### src/rtl/alu_reservation_station_if.sv
// Bundle between the dispatcher, the two result broadcast buses, and the issue port feeding the ALU stage.
// master = surrounding pipeline, slave = the reservation station.
interface alu_reservation_station_if #(
  parameter int CSU_SIZE_BITS = 4,
  parameter int RS_SIZE_BITS  = 3
);
  logic                     rdy_in;
  logic                     flush_pipline;

  logic                     dispatch_valid;
  logic [CSU_SIZE_BITS-1:0] dispatch_ins_id;
  logic [6:0]               dispatch_opcode;
  logic [2:0]               dispatch_funct3;
  logic [6:0]               dispatch_funct7;
  logic [31:0]              dispatch_imm;
  logic [31:0]              dispatch_PC;
  logic [5:0]               dispatch_shamt;
  logic                     dispatch_is_compressed;
  logic                     dispatch_rs1_rdy;
  logic                     dispatch_rs2_rdy;
  logic [31:0]              dispatch_rs1_val;
  logic [31:0]              dispatch_rs2_val;
  logic [CSU_SIZE_BITS-1:0] dispatch_rs1_tag;
  logic [CSU_SIZE_BITS-1:0] dispatch_rs2_tag;

  logic                     alu_cdb_valid;
  logic [CSU_SIZE_BITS-1:0] alu_cdb_id;
  logic [31:0]              alu_cdb_val;
  logic                     mem_cdb_valid;
  logic [CSU_SIZE_BITS-1:0] mem_cdb_id;
  logic [31:0]              mem_cdb_val;

  logic                     rs_full;
  logic [RS_SIZE_BITS:0]    rs_count;
  logic                     have_ins;
  logic [CSU_SIZE_BITS-1:0] ins_id;
  logic [6:0]               opcode;
  logic [2:0]               funct3;
  logic [6:0]               funct7;
  logic [31:0]              imm_val;
  logic [5:0]               shamt_val;
  logic [31:0]              request_PC;
  logic                     is_compressed_ins;
  logic [31:0]              rs1_val;
  logic [31:0]              rs2_val;

  modport master (
    output rdy_in, flush_pipline,
    output dispatch_valid, dispatch_ins_id, dispatch_opcode, dispatch_funct3, dispatch_funct7,
    output dispatch_imm, dispatch_PC, dispatch_shamt, dispatch_is_compressed,
    output dispatch_rs1_rdy, dispatch_rs2_rdy, dispatch_rs1_val, dispatch_rs2_val,
    output dispatch_rs1_tag, dispatch_rs2_tag,
    output alu_cdb_valid, alu_cdb_id, alu_cdb_val, mem_cdb_valid, mem_cdb_id, mem_cdb_val,
    input  rs_full, rs_count, have_ins, ins_id, opcode, funct3, funct7, imm_val, shamt_val,
    input  request_PC, is_compressed_ins, rs1_val, rs2_val
  );

  modport slave (
    input  rdy_in, flush_pipline,
    input  dispatch_valid, dispatch_ins_id, dispatch_opcode, dispatch_funct3, dispatch_funct7,
    input  dispatch_imm, dispatch_PC, dispatch_shamt, dispatch_is_compressed,
    input  dispatch_rs1_rdy, dispatch_rs2_rdy, dispatch_rs1_val, dispatch_rs2_val,
    input  dispatch_rs1_tag, dispatch_rs2_tag,
    input  alu_cdb_valid, alu_cdb_id, alu_cdb_val, mem_cdb_valid, mem_cdb_id, mem_cdb_val,
    output rs_full, rs_count, have_ins, ins_id, opcode, funct3, funct7, imm_val, shamt_val,
    output request_PC, is_compressed_ins, rs1_val, rs2_val
  );
endinterface

### src/rtl/alu_reservation_station.sv
// ALU reservation station: holds ops until both operands arrive via the CDBs, issues one per cycle.
// Define ALU_RS_OLDEST_FIRST_EN for oldest-first issue via an age matrix; default issues lowest index first.
module alu_reservation_station #(
  parameter int CSU_SIZE_BITS = 4,
  parameter int RS_SIZE       = 8,
  parameter int RS_SIZE_BITS  = 3
) (
  input logic                      clk_in,
  input logic                      rst_in,
  alu_reservation_station_if.slave rs_bus
);

  typedef struct packed {
    logic [CSU_SIZE_BITS-1:0] ins_id;
    logic [6:0]               opcode;
    logic [2:0]               funct3;
    logic [6:0]               funct7;
    logic [31:0]              imm;
    logic [31:0]              pc;
    logic [5:0]               shamt;
    logic                     is_compressed;
  } payload_t;

  typedef struct packed {
    logic                     rdy;
    logic [CSU_SIZE_BITS-1:0] tag;
    logic [31:0]              val;
  } operand_t;

  logic [RS_SIZE-1:0]      valid;
  payload_t                payload [RS_SIZE];
  operand_t                src1    [RS_SIZE];
  operand_t                src2    [RS_SIZE];

  logic [RS_SIZE-1:0]      eligible;
  logic [RS_SIZE_BITS:0]   count;
  logic                    full;
  logic                    do_dispatch;
  logic [RS_SIZE_BITS-1:0] free_idx;
  logic                    issue_any;
  logic [RS_SIZE_BITS-1:0] issue_idx;
  payload_t                new_payload;
  operand_t                new_src1;
  operand_t                new_src2;

  // ALU bus wins when both buses carry the tag in the same cycle.
  function automatic operand_t wake(input operand_t op,
                                    input logic a_valid, input logic [CSU_SIZE_BITS-1:0] a_id,
                                    input logic [31:0] a_val,
                                    input logic m_valid, input logic [CSU_SIZE_BITS-1:0] m_id,
                                    input logic [31:0] m_val);
    operand_t res;
    res = op;
    if (!op.rdy) begin
      if (a_valid && a_id == op.tag) begin
        res.rdy = 1'b1;
        res.val = a_val;
      end else if (m_valid && m_id == op.tag) begin
        res.rdy = 1'b1;
        res.val = m_val;
      end
    end
    return res;
  endfunction

  always_comb begin
    count    = '0;
    eligible = '0;
    for (int i = 0; i < RS_SIZE; i++) begin
      count       = count + (RS_SIZE_BITS+1)'(valid[i]);
      eligible[i] = valid[i] & src1[i].rdy & src2[i].rdy;
    end
  end

  assign full            = &valid;
  assign do_dispatch     = rs_bus.dispatch_valid & ~full;
  assign rs_bus.rs_count = count;
  assign rs_bus.rs_full  = full;

  always_comb begin
    free_idx = '0;
    for (int i = RS_SIZE - 1; i >= 0; i--) begin
      if (!valid[i]) free_idx = RS_SIZE_BITS'(i);
    end
  end

  // Operands missing at dispatch may still be caught from this cycle's broadcasts.
  always_comb begin
    new_payload = '{ins_id:        rs_bus.dispatch_ins_id,
                    opcode:        rs_bus.dispatch_opcode,
                    funct3:        rs_bus.dispatch_funct3,
                    funct7:        rs_bus.dispatch_funct7,
                    imm:           rs_bus.dispatch_imm,
                    pc:            rs_bus.dispatch_PC,
                    shamt:         rs_bus.dispatch_shamt,
                    is_compressed: rs_bus.dispatch_is_compressed};
    new_src1 = wake('{rdy: rs_bus.dispatch_rs1_rdy, tag: rs_bus.dispatch_rs1_tag,
                      val: rs_bus.dispatch_rs1_val},
                    rs_bus.alu_cdb_valid, rs_bus.alu_cdb_id, rs_bus.alu_cdb_val,
                    rs_bus.mem_cdb_valid, rs_bus.mem_cdb_id, rs_bus.mem_cdb_val);
    new_src2 = wake('{rdy: rs_bus.dispatch_rs2_rdy, tag: rs_bus.dispatch_rs2_tag,
                      val: rs_bus.dispatch_rs2_val},
                    rs_bus.alu_cdb_valid, rs_bus.alu_cdb_id, rs_bus.alu_cdb_val,
                    rs_bus.mem_cdb_valid, rs_bus.mem_cdb_id, rs_bus.mem_cdb_val);
  end

`ifdef ALU_RS_OLDEST_FIRST_EN
  // age[j][i] set means entry j was dispatched before entry i.
  logic [RS_SIZE-1:0] age      [RS_SIZE];
  logic [RS_SIZE-1:0] age_next [RS_SIZE];
  logic [RS_SIZE-1:0] has_older;

  always_comb begin
    has_older = '0;
    for (int i = 0; i < RS_SIZE; i++) begin
      for (int j = 0; j < RS_SIZE; j++) begin
        if (eligible[j] && age[j][i]) has_older[i] = 1'b1;
      end
    end
  end

  always_comb begin
    issue_any = |eligible;
    issue_idx = '0;
    for (int i = RS_SIZE - 1; i >= 0; i--) begin
      if (eligible[i] && !has_older[i]) issue_idx = RS_SIZE_BITS'(i);
    end
  end

  always_comb begin
    age_next = age;
    if (issue_any) begin
      for (int j = 0; j < RS_SIZE; j++) begin
        age_next[issue_idx][j] = 1'b0;
        age_next[j][issue_idx] = 1'b0;
      end
    end
    if (do_dispatch) begin
      for (int j = 0; j < RS_SIZE; j++) begin
        age_next[free_idx][j] = 1'b0;
        age_next[j][free_idx] = valid[j] & ~(issue_any & (issue_idx == RS_SIZE_BITS'(j)));
      end
    end
  end

  always_ff @(posedge clk_in) begin
    if (rst_in) begin
      age <= '{default: '0};
    end else if (rs_bus.rdy_in) begin
      if (rs_bus.flush_pipline) age <= '{default: '0};
      else                      age <= age_next;
    end
  end
`else
  always_comb begin
    issue_any = |eligible;
    issue_idx = '0;
    for (int i = RS_SIZE - 1; i >= 0; i--) begin
      if (eligible[i]) issue_idx = RS_SIZE_BITS'(i);
    end
  end
`endif

  always_ff @(posedge clk_in) begin
    if (rst_in) begin
      valid                    <= '0;
      rs_bus.have_ins          <= 1'b0;
      rs_bus.ins_id            <= '0;
      rs_bus.opcode            <= '0;
      rs_bus.funct3            <= '0;
      rs_bus.funct7            <= '0;
      rs_bus.imm_val           <= '0;
      rs_bus.shamt_val         <= '0;
      rs_bus.request_PC        <= '0;
      rs_bus.is_compressed_ins <= 1'b0;
      rs_bus.rs1_val           <= '0;
      rs_bus.rs2_val           <= '0;
    end else if (rs_bus.rdy_in) begin
      if (rs_bus.flush_pipline) begin
        valid           <= '0;
        rs_bus.have_ins <= 1'b0;
      end else begin
        for (int i = 0; i < RS_SIZE; i++) begin
          if (valid[i]) begin
            src1[i] <= wake(src1[i], rs_bus.alu_cdb_valid, rs_bus.alu_cdb_id, rs_bus.alu_cdb_val,
                            rs_bus.mem_cdb_valid, rs_bus.mem_cdb_id, rs_bus.mem_cdb_val);
            src2[i] <= wake(src2[i], rs_bus.alu_cdb_valid, rs_bus.alu_cdb_id, rs_bus.alu_cdb_val,
                            rs_bus.mem_cdb_valid, rs_bus.mem_cdb_id, rs_bus.mem_cdb_val);
          end
        end

        // Issue uses pre-edge state, so the freed slot never collides with the dispatch slot.
        if (issue_any) begin
          valid[issue_idx]         <= 1'b0;
          rs_bus.have_ins          <= 1'b1;
          rs_bus.ins_id            <= payload[issue_idx].ins_id;
          rs_bus.opcode            <= payload[issue_idx].opcode;
          rs_bus.funct3            <= payload[issue_idx].funct3;
          rs_bus.funct7            <= payload[issue_idx].funct7;
          rs_bus.imm_val           <= payload[issue_idx].imm;
          rs_bus.shamt_val         <= payload[issue_idx].shamt;
          rs_bus.request_PC        <= payload[issue_idx].pc;
          rs_bus.is_compressed_ins <= payload[issue_idx].is_compressed;
          rs_bus.rs1_val           <= src1[issue_idx].val;
          rs_bus.rs2_val           <= src2[issue_idx].val;
        end else begin
          rs_bus.have_ins <= 1'b0;
        end

        if (do_dispatch) begin
          valid[free_idx]   <= 1'b1;
          payload[free_idx] <= new_payload;
          src1[free_idx]    <= new_src1;
          src2[free_idx]    <= new_src2;
        end
      end
    end
  end

endmodule

### src/flat_wrapper.sv
// flat-port wrapper written by rule: the top's interface ports become plain ports
module alu_reservation_station_flat 
#(
  parameter int CSU_SIZE_BITS = 4,
  parameter int RS_SIZE       = 8,
  parameter int RS_SIZE_BITS  = 3
)
  (clk_in, rst_in, rs_bus_rdy_in, rs_bus_flush_pipline, rs_bus_dispatch_valid, rs_bus_dispatch_ins_id, rs_bus_dispatch_opcode, rs_bus_dispatch_funct3, rs_bus_dispatch_funct7, rs_bus_dispatch_imm, rs_bus_dispatch_PC, rs_bus_dispatch_shamt, rs_bus_dispatch_is_compressed, rs_bus_dispatch_rs1_rdy, rs_bus_dispatch_rs2_rdy, rs_bus_dispatch_rs1_val, rs_bus_dispatch_rs2_val, rs_bus_dispatch_rs1_tag, rs_bus_dispatch_rs2_tag, rs_bus_alu_cdb_valid, rs_bus_alu_cdb_id, rs_bus_alu_cdb_val, rs_bus_mem_cdb_valid, rs_bus_mem_cdb_id, rs_bus_mem_cdb_val, rs_bus_rs_full, rs_bus_rs_count, rs_bus_have_ins, rs_bus_ins_id, rs_bus_opcode, rs_bus_funct3, rs_bus_funct7, rs_bus_imm_val, rs_bus_shamt_val, rs_bus_request_PC, rs_bus_is_compressed_ins, rs_bus_rs1_val, rs_bus_rs2_val);
  alu_reservation_station_if #(.CSU_SIZE_BITS(CSU_SIZE_BITS), .RS_SIZE_BITS(RS_SIZE_BITS)) rs_bus_i ();
  input logic clk_in;
  input logic rst_in;
  input wire logic [$bits(rs_bus_i.rdy_in)-1:0] rs_bus_rdy_in;
  input wire logic [$bits(rs_bus_i.flush_pipline)-1:0] rs_bus_flush_pipline;
  input wire logic [$bits(rs_bus_i.dispatch_valid)-1:0] rs_bus_dispatch_valid;
  input wire logic [$bits(rs_bus_i.dispatch_ins_id)-1:0] rs_bus_dispatch_ins_id;
  input wire logic [$bits(rs_bus_i.dispatch_opcode)-1:0] rs_bus_dispatch_opcode;
  input wire logic [$bits(rs_bus_i.dispatch_funct3)-1:0] rs_bus_dispatch_funct3;
  input wire logic [$bits(rs_bus_i.dispatch_funct7)-1:0] rs_bus_dispatch_funct7;
  input wire logic [$bits(rs_bus_i.dispatch_imm)-1:0] rs_bus_dispatch_imm;
  input wire logic [$bits(rs_bus_i.dispatch_PC)-1:0] rs_bus_dispatch_PC;
  input wire logic [$bits(rs_bus_i.dispatch_shamt)-1:0] rs_bus_dispatch_shamt;
  input wire logic [$bits(rs_bus_i.dispatch_is_compressed)-1:0] rs_bus_dispatch_is_compressed;
  input wire logic [$bits(rs_bus_i.dispatch_rs1_rdy)-1:0] rs_bus_dispatch_rs1_rdy;
  input wire logic [$bits(rs_bus_i.dispatch_rs2_rdy)-1:0] rs_bus_dispatch_rs2_rdy;
  input wire logic [$bits(rs_bus_i.dispatch_rs1_val)-1:0] rs_bus_dispatch_rs1_val;
  input wire logic [$bits(rs_bus_i.dispatch_rs2_val)-1:0] rs_bus_dispatch_rs2_val;
  input wire logic [$bits(rs_bus_i.dispatch_rs1_tag)-1:0] rs_bus_dispatch_rs1_tag;
  input wire logic [$bits(rs_bus_i.dispatch_rs2_tag)-1:0] rs_bus_dispatch_rs2_tag;
  input wire logic [$bits(rs_bus_i.alu_cdb_valid)-1:0] rs_bus_alu_cdb_valid;
  input wire logic [$bits(rs_bus_i.alu_cdb_id)-1:0] rs_bus_alu_cdb_id;
  input wire logic [$bits(rs_bus_i.alu_cdb_val)-1:0] rs_bus_alu_cdb_val;
  input wire logic [$bits(rs_bus_i.mem_cdb_valid)-1:0] rs_bus_mem_cdb_valid;
  input wire logic [$bits(rs_bus_i.mem_cdb_id)-1:0] rs_bus_mem_cdb_id;
  input wire logic [$bits(rs_bus_i.mem_cdb_val)-1:0] rs_bus_mem_cdb_val;
  output wire logic [$bits(rs_bus_i.rs_full)-1:0] rs_bus_rs_full;
  output wire logic [$bits(rs_bus_i.rs_count)-1:0] rs_bus_rs_count;
  output wire logic [$bits(rs_bus_i.have_ins)-1:0] rs_bus_have_ins;
  output wire logic [$bits(rs_bus_i.ins_id)-1:0] rs_bus_ins_id;
  output wire logic [$bits(rs_bus_i.opcode)-1:0] rs_bus_opcode;
  output wire logic [$bits(rs_bus_i.funct3)-1:0] rs_bus_funct3;
  output wire logic [$bits(rs_bus_i.funct7)-1:0] rs_bus_funct7;
  output wire logic [$bits(rs_bus_i.imm_val)-1:0] rs_bus_imm_val;
  output wire logic [$bits(rs_bus_i.shamt_val)-1:0] rs_bus_shamt_val;
  output wire logic [$bits(rs_bus_i.request_PC)-1:0] rs_bus_request_PC;
  output wire logic [$bits(rs_bus_i.is_compressed_ins)-1:0] rs_bus_is_compressed_ins;
  output wire logic [$bits(rs_bus_i.rs1_val)-1:0] rs_bus_rs1_val;
  output wire logic [$bits(rs_bus_i.rs2_val)-1:0] rs_bus_rs2_val;
  assign rs_bus_i.rdy_in = rs_bus_rdy_in;
  assign rs_bus_i.flush_pipline = rs_bus_flush_pipline;
  assign rs_bus_i.dispatch_valid = rs_bus_dispatch_valid;
  assign rs_bus_i.dispatch_ins_id = rs_bus_dispatch_ins_id;
  assign rs_bus_i.dispatch_opcode = rs_bus_dispatch_opcode;
  assign rs_bus_i.dispatch_funct3 = rs_bus_dispatch_funct3;
  assign rs_bus_i.dispatch_funct7 = rs_bus_dispatch_funct7;
  assign rs_bus_i.dispatch_imm = rs_bus_dispatch_imm;
  assign rs_bus_i.dispatch_PC = rs_bus_dispatch_PC;
  assign rs_bus_i.dispatch_shamt = rs_bus_dispatch_shamt;
  assign rs_bus_i.dispatch_is_compressed = rs_bus_dispatch_is_compressed;
  assign rs_bus_i.dispatch_rs1_rdy = rs_bus_dispatch_rs1_rdy;
  assign rs_bus_i.dispatch_rs2_rdy = rs_bus_dispatch_rs2_rdy;
  assign rs_bus_i.dispatch_rs1_val = rs_bus_dispatch_rs1_val;
  assign rs_bus_i.dispatch_rs2_val = rs_bus_dispatch_rs2_val;
  assign rs_bus_i.dispatch_rs1_tag = rs_bus_dispatch_rs1_tag;
  assign rs_bus_i.dispatch_rs2_tag = rs_bus_dispatch_rs2_tag;
  assign rs_bus_i.alu_cdb_valid = rs_bus_alu_cdb_valid;
  assign rs_bus_i.alu_cdb_id = rs_bus_alu_cdb_id;
  assign rs_bus_i.alu_cdb_val = rs_bus_alu_cdb_val;
  assign rs_bus_i.mem_cdb_valid = rs_bus_mem_cdb_valid;
  assign rs_bus_i.mem_cdb_id = rs_bus_mem_cdb_id;
  assign rs_bus_i.mem_cdb_val = rs_bus_mem_cdb_val;
  assign rs_bus_rs_full = rs_bus_i.rs_full;
  assign rs_bus_rs_count = rs_bus_i.rs_count;
  assign rs_bus_have_ins = rs_bus_i.have_ins;
  assign rs_bus_ins_id = rs_bus_i.ins_id;
  assign rs_bus_opcode = rs_bus_i.opcode;
  assign rs_bus_funct3 = rs_bus_i.funct3;
  assign rs_bus_funct7 = rs_bus_i.funct7;
  assign rs_bus_imm_val = rs_bus_i.imm_val;
  assign rs_bus_shamt_val = rs_bus_i.shamt_val;
  assign rs_bus_request_PC = rs_bus_i.request_PC;
  assign rs_bus_is_compressed_ins = rs_bus_i.is_compressed_ins;
  assign rs_bus_rs1_val = rs_bus_i.rs1_val;
  assign rs_bus_rs2_val = rs_bus_i.rs2_val;
  alu_reservation_station #(.CSU_SIZE_BITS(CSU_SIZE_BITS), .RS_SIZE(RS_SIZE), .RS_SIZE_BITS(RS_SIZE_BITS)) u_core (.clk_in(clk_in), .rst_in(rst_in), .rs_bus(rs_bus_i));
endmodule
### config.mk
export PLATFORM = sky130hd
export DESIGN_NAME = alu_reservation_station_flat
export DESIGN_NICKNAME = d
export VERILOG_FILES = /design/src/rtl/alu_reservation_station_if.sv /design/src/rtl/alu_reservation_station.sv /design/src/flat_wrapper.sv
export SDC_FILE = /design/constraint.sdc
export NUM_CORES = 2
export LEC_CHECK = 0
export CORE_AREA = 2 2 323 453
export CTS_CLUSTER_SIZE = 8
export DETAILED_ROUTE_END_ITERATION = 7
export DIE_AREA = 0 0 325 455
export PLACE_DENSITY = 0.68
export SYNTH_ARGS = -nofsm -noshare
export SYNTH_HDL_FRONTEND = slang
export SYNTH_SLANG_ARGS = --single-unit
export TNS_END_PERCENT = 20
### constraint.sdc
create_clock -name clk_in -period 6.57 [get_ports clk_in]
set_clock_uncertainty 0.2 [all_clocks]
set_input_delay 1.314 -clock clk_in [delete_from_list [all_inputs] [get_ports clk_in]]
set_output_delay 1.314 -clock clk_in [all_outputs]
set_load 0.01 [all_outputs]
### Yosys cells after proc, flatten, opt, wreduce, memory -nomap -nowiden

Memories as Yosys holds them, arrays and structs flattened. A register that Yosys moved wholly into a read port is not among the register bits.
Index checks and enable logic that the tools add are counted.

| storage, ports and cells | value |
|---|---|
| register bits | 9 |
| RAM bits | 1328 |
| memories kept | 3 |

| cells by class | value |
|---|---|
| add/subtract/negate cells | 7 |
| order comparisons | 4 |
| equality and inequality tests | 36 |
| mux-type cells | 309 |
| bitwise gates (word level) | 22 |
| reductions and logical operators | 41 |

Memory list:

| name | words | width | rd ports | clocked after memory_dff | wr ports | line | source |
|---|---|---|---|---|---|---|---|
| u_core.payload | 8 | 92 | 1 | 1 | 1 | alu_reservation_station.sv:31 | `payload_t payload [RS_SIZE];` |
| u_core.src1 | 8 | 37 | 9 | 1 | 9 | alu_reservation_station.sv:32 | `operand_t src1 [RS_SIZE];` |
| u_core.src2 | 8 | 37 | 9 | 1 | 9 | alu_reservation_station.sv:33 | `operand_t src2 [RS_SIZE];` |

Operator list:

| operator | number |
|---|---|
| $mux 32 | 118 |
| $mux 1 | 167 |
| $eq 4x4->1 | 36 |
| $mux 3 | 16 |
| $mux 8 | 6 |
| $logic_and 1x1->1 | 38 |
| $add 4x1->4 | 6 |
| $and 1x1->1 | 17 |
| $and 8x8->8 | 1 |
| $lt 3x4->1 const B | 2 |
| $not 8->8 | 1 |
| $or 8x8->8 | 1 |
| $reduce_and 8->1 | 1 |
| $reduce_or 8->1 | 1 |
| $demux 1 s3 | 2 |
| $ge 3x1->1 const B | 2 |
| $reduce_and 3->1 | 1 |
| $add 1x1->2 | 1 |
| $not 1->1 | 2 |

### Longest topological paths before layout

An unclocked memory read counts as a cell.

| logic depth | value |
|---|---|
| word-level depth | 24 |
| gate-level depth with buffers | 10 |
| mapped depth without buffers | 9 |

### Worst setup path after synthesis

OpenSTA, ideal clock, no wires.

| timing path | value |
|---|---|
| path type | input -> register |
| start point | in rst_in |
| end point | mem u_core.src2[5][0] (netlist bit), enable pin |
| data arrival time | 5.459 ns |
| setup slack | 0.523 ns |
| stages on the path | 10 |
| path through | buf_2 -> or3b_1 -> buf_2 -> nor2_2 -> nand3_1 -> a21oi_1 -> nand2_1 -> buf_2 -> inv_1 -> a21o_1 |

RTL lines:

| element | line | source |
|---|---|---|
| start: declaration | flat_wrapper.sv:11 | `input logic rst_in;` |
| end: declaration | alu_reservation_station.sv:33 |  |

### Final worst setup path

| timing path | value |
|---|---|
| start point | reg u_core.valid[0] |
| end point | out rs_bus_rs_count[2] |

| between the ends | value |
|---|---|
| longest elaborated chain between the ends | 7 |

RTL lines:

| element | line | source |
|---|---|---|
| start: declaration | alu_reservation_station.sv:30 | `logic [RS_SIZE-1:0] valid;` |
| start signal: assignment | alu_reservation_station.sv:166 | `valid <= '0;` |
| start signal: assignment | alu_reservation_station.sv:180 | `valid <= '0;` |
| start signal: indexed assignment | alu_reservation_station.sv:194 | `valid[issue_idx] <= 1'b0;` |
| $add 1x1->2 | alu_reservation_station.sv:70 | `count = count + (RS_SIZE_BITS+1)'(valid[i]);` |
| $add 4x1->4 (6 in a row) | alu_reservation_station.sv:70 |  |
| end: declaration | flat_wrapper.sv:36 | `output wire logic [$bits(rs_bus_i.rs_count)-1:0] rs_bus_rs_count;` |

No other way between the ends.

==> results.json <==
{
  "status": "finished clean",
  "cts.path.max_buffers": 3,
  "wire_per_inst_um": 30.5,
  "cts.sinks": 1493,
  "synth_top_family_by_area": "multiplexers",
  "cp.arrival_ps": 4320,
  "critPathKind": "reg -> out",
  "vdd_drop_max_mv": 0.212,
  "grtUsageTotal_pct": 30.4,
  "num_vias": 47900,
  "synthToLayoutAreaGrowth_pct": 17.2,
  "dpl.cell_count": 7173,
  "synth_flop_cell": "edfxtp_1",
  "die_w_um": 325,
  "drt_iter0_markers": 4876,
  "hold_depth": 2,
  "synth_edf_count": 1328,
  "syn_area_um2": 71400,
  "setup_viol": 0,
  "synth_common_cells": "mux2i_1, edfxtp_1, nor2_1",
  "synth_top_area_share_pct": 55.9,
  "final_hold_viol_count": 0,
  "use_met1_pct": 36.3,
  "end_kind": "output port",
  "synth_cell_types": 65,
  "start_util_pct": 49.6,
  "synth_compound_area_share_pct": 9.17,
  "slowest_delay_ps": 630,
  "path_cells": "ha_1, inv_1, fa_1, fa_1, inv_1, fa_1, inv_1, fa_1, xnor2_1, clkdlybuf4s50_1",
  "hpwl_mm": 131,
  "synth-adder-area-share_pct": 0.165,
  "ys_ff_latch": 1493,
  "drtAntennaViolNets": 0,
  "antenna_found_initial": 22,
  "fillers": 11500,
  "place.gp.congestion": 0.849,
  "drive_above_1_share_pct": 10.4,
  "slew_headroom_pct": 19.5,
  "maxCapViolCount": 0,
  "tightestPinTransition_ps": 1210,
  "postCtsSetupRepairBufs": 0,
  "slowest_stage": "clkdlybuf4s50_1",
  "async_reset_ff_share_pct": 0,
  "io_buffers": 406,
  "die_area_um2": 148000,
  "required_ps": 5060,
  "synthSimpleGateAreaFrac_pct": 5.29,
  "ff2ff_path_depth": 8,
  "yosys_warnings": 0,
  "gr-usage-met2_pct": 52.6,
  "slew_viol_final": 0,
  "startpoint_type": "register",
  "multi_input_area_um2": 26400,
  "core_area_um2": 144000,
  "cts_tree": "done",
  "register_area_um2": 43200,
  "root_buffer": "clkbuf_16",
  "cts_resized": 0,
  "drt_pass1_iterations": 6,
  "busiest_layer": "met2",
  "finalSetupTns_ps": 0,
  "synth_area_leaders": "edfxtp_1, mux2i_1, dfxtp_1",
  "clkTransAtPathRegs_ps": 50,
  "grt_first_pass_wirelength_mm": 329,
  "numCtsBuffers": 204,
  "wirelength_mm": 230,
  "cpMostUsedCell": "fa_1",
  "gr-total-overflow": 0,
  "place_worst_setup_slack_ps": 1250,
  "synth_xor_area_share_pct": 1.67,
  "synth-seq-area-share_pct": 60.5,
  "fin_crit_ps": 5830,
  "layout.cells.non_filler": 7549,
  "die-height_um": 455,
  "rsz0062_at_grt": "no",
  "met3_usage_pct": 4.80,
  "cellPowerDensity_nw_per_um2": 257,
  "layout_setup_ws_ps": 737,
  "cts_max_level": 4,
  "io_pins": 407,
  "hp-class": "reg -> reg",
  "grt_pass1_vias": 48400,
  "timing.fmax_mhz": 171,
  "grt_max_degree": 115,
  "via_per_inst": 6.34,
  "leakage_nw": 32.0,
  "num_rows": 165,
  "post-route-period-util_pct": 88.8,
  "synthCells": 5195,
  "cts_hold_buffers": 0,
  "holdWs_ps": 271,
  "yosysMostFrequentCell": "mux2i_1",
  "crit_fanout": 8,
  "synth_nets": 5447,
  "drc_errors": 0,
  "clk_latency_ps": 850,
  "muxShareOfSynthArea_pct": 20.0,
  "synth_area_leader_cell": "edfxtp_1",
  "nets": 5711,
  "avgSynthCellArea_um2": 13.7
}
[routing by layer]
metal / vias to the layer above / share of wire [%]
met5: - / 0.060
met4: 20 / 5.2
met3: 634 / 7.5
met2: 2450 / 50
met1: 24400 / 37
li1: 20400 / -
[worst paths after layout]
kind	from	endpoint	slack [ps]
setup / recovery	u_core.valid[0]$_SDFFE_PP0P_	rs_bus_rs_count[2]	740
setup reg to reg	u_core.valid[5]$_SDFFE_PP0P_	u_core.rs_bus.rs1_val[7]$_SDFFE_PP0P_	2210
hold reg to reg	u_core.rs_bus.have_ins$_SDFFE_PP0P_	u_core.rs_bus.have_ins$_SDFFE_PP0P_	270
hold / removal	u_core.rs_bus.have_ins$_SDFFE_PP0P_	u_core.rs_bus.have_ins$_SDFFE_PP0P_	270
[power breakdown]
part	internal [W]	switching [W]	leakage (nW)
combinational	0.000469	0.000750	15.9
sequential	0.0104	0.0000135	13.3
clock	0.00584	0.00408	2.84
total	0.0167	0.00485	32.0
[sequential cells by signal, summed over array words and instances (netlist names), 6 cells and up]
register	count
u_core.rs_bus.rs1_val	32
u_core.rs_bus.funct7	7
u_core.rs_bus.shamt_val	6
u_core.valid	8
u_core.src2	296
u_core.rs_bus.request_PC	32
u_core.rs_bus.rs2_val	32
u_core.src1	296
u_core.rs_bus.imm_val	32
u_core.payload	736
u_core.rs_bus.opcode	7
[through the flow]
stage	utilization, %	cell area [um^2]	power (W)
5_1_grt	58.1	83600	0.0221
3_5_place_dp	53.9	77600	0.0118
6_report	58.1	83600	0.0215
2_1_floorplan	-	71400	0.0112
3_3_place_gp	53.9	77600	0.0117
4_1_cts	58.1	83600	0.0216
[layout by cell type, fill, tap and decap left out, types with 62 or more instances in the layout]
cell type	netlist	routed
mux2i_1	1352	1352
edfxtp_1	1328	1328
nor2_1	636	635
clkdlybuf4s50_1	0	403
clkbuf_16	0	205
dfxtp_1	165	165
a22oi_1	157	157
o31a_1	156	156
clkbuf_1	257	146
o21ai_0	145	145
buf_4	5	143
xor2_1	102	100
a221oi_1	87	87
a221o_1	71	71
or4_1	65	65
mux2_2	64	64
o22ai_4	62	62
[critical path, delay by kind of cell, from the launching register on]
| kind | cells | cell delay [ps] |
|---|---|---|
| fa+ha+maj | 5 | 1750 |
| buf+inv | 4 | 850 |
| flops | 1 | 460 |
| xor+xnor | 1 | 430 |
[logic make-up (layout without fill, tap and decap cells)]
kind of cell	Yosys count	count (layout)
other	0	11
XOR/XNOR	136	136
AND/OR/NAND/NOR	852	852
buffers and inverters	534	957
adder cells (fa/ha/maj)	7	7
flip-flops	1493	1493
AO/OA/AOI/OAI	757	757
multiplexers	1416	1416
[layout make-up]
cell class	instances	share of cell area, %
inverter	29	0.154
sequential	1493	51.6
clock buffer	351	6.79
timing repair buffer	563	6.50
antenna	11	0.0329
tap	1920	2.87
multi-input combinational	3168	31.6
clock inverter	14	0.420
No activity file was read; power rests on OpenSTA's default activity.
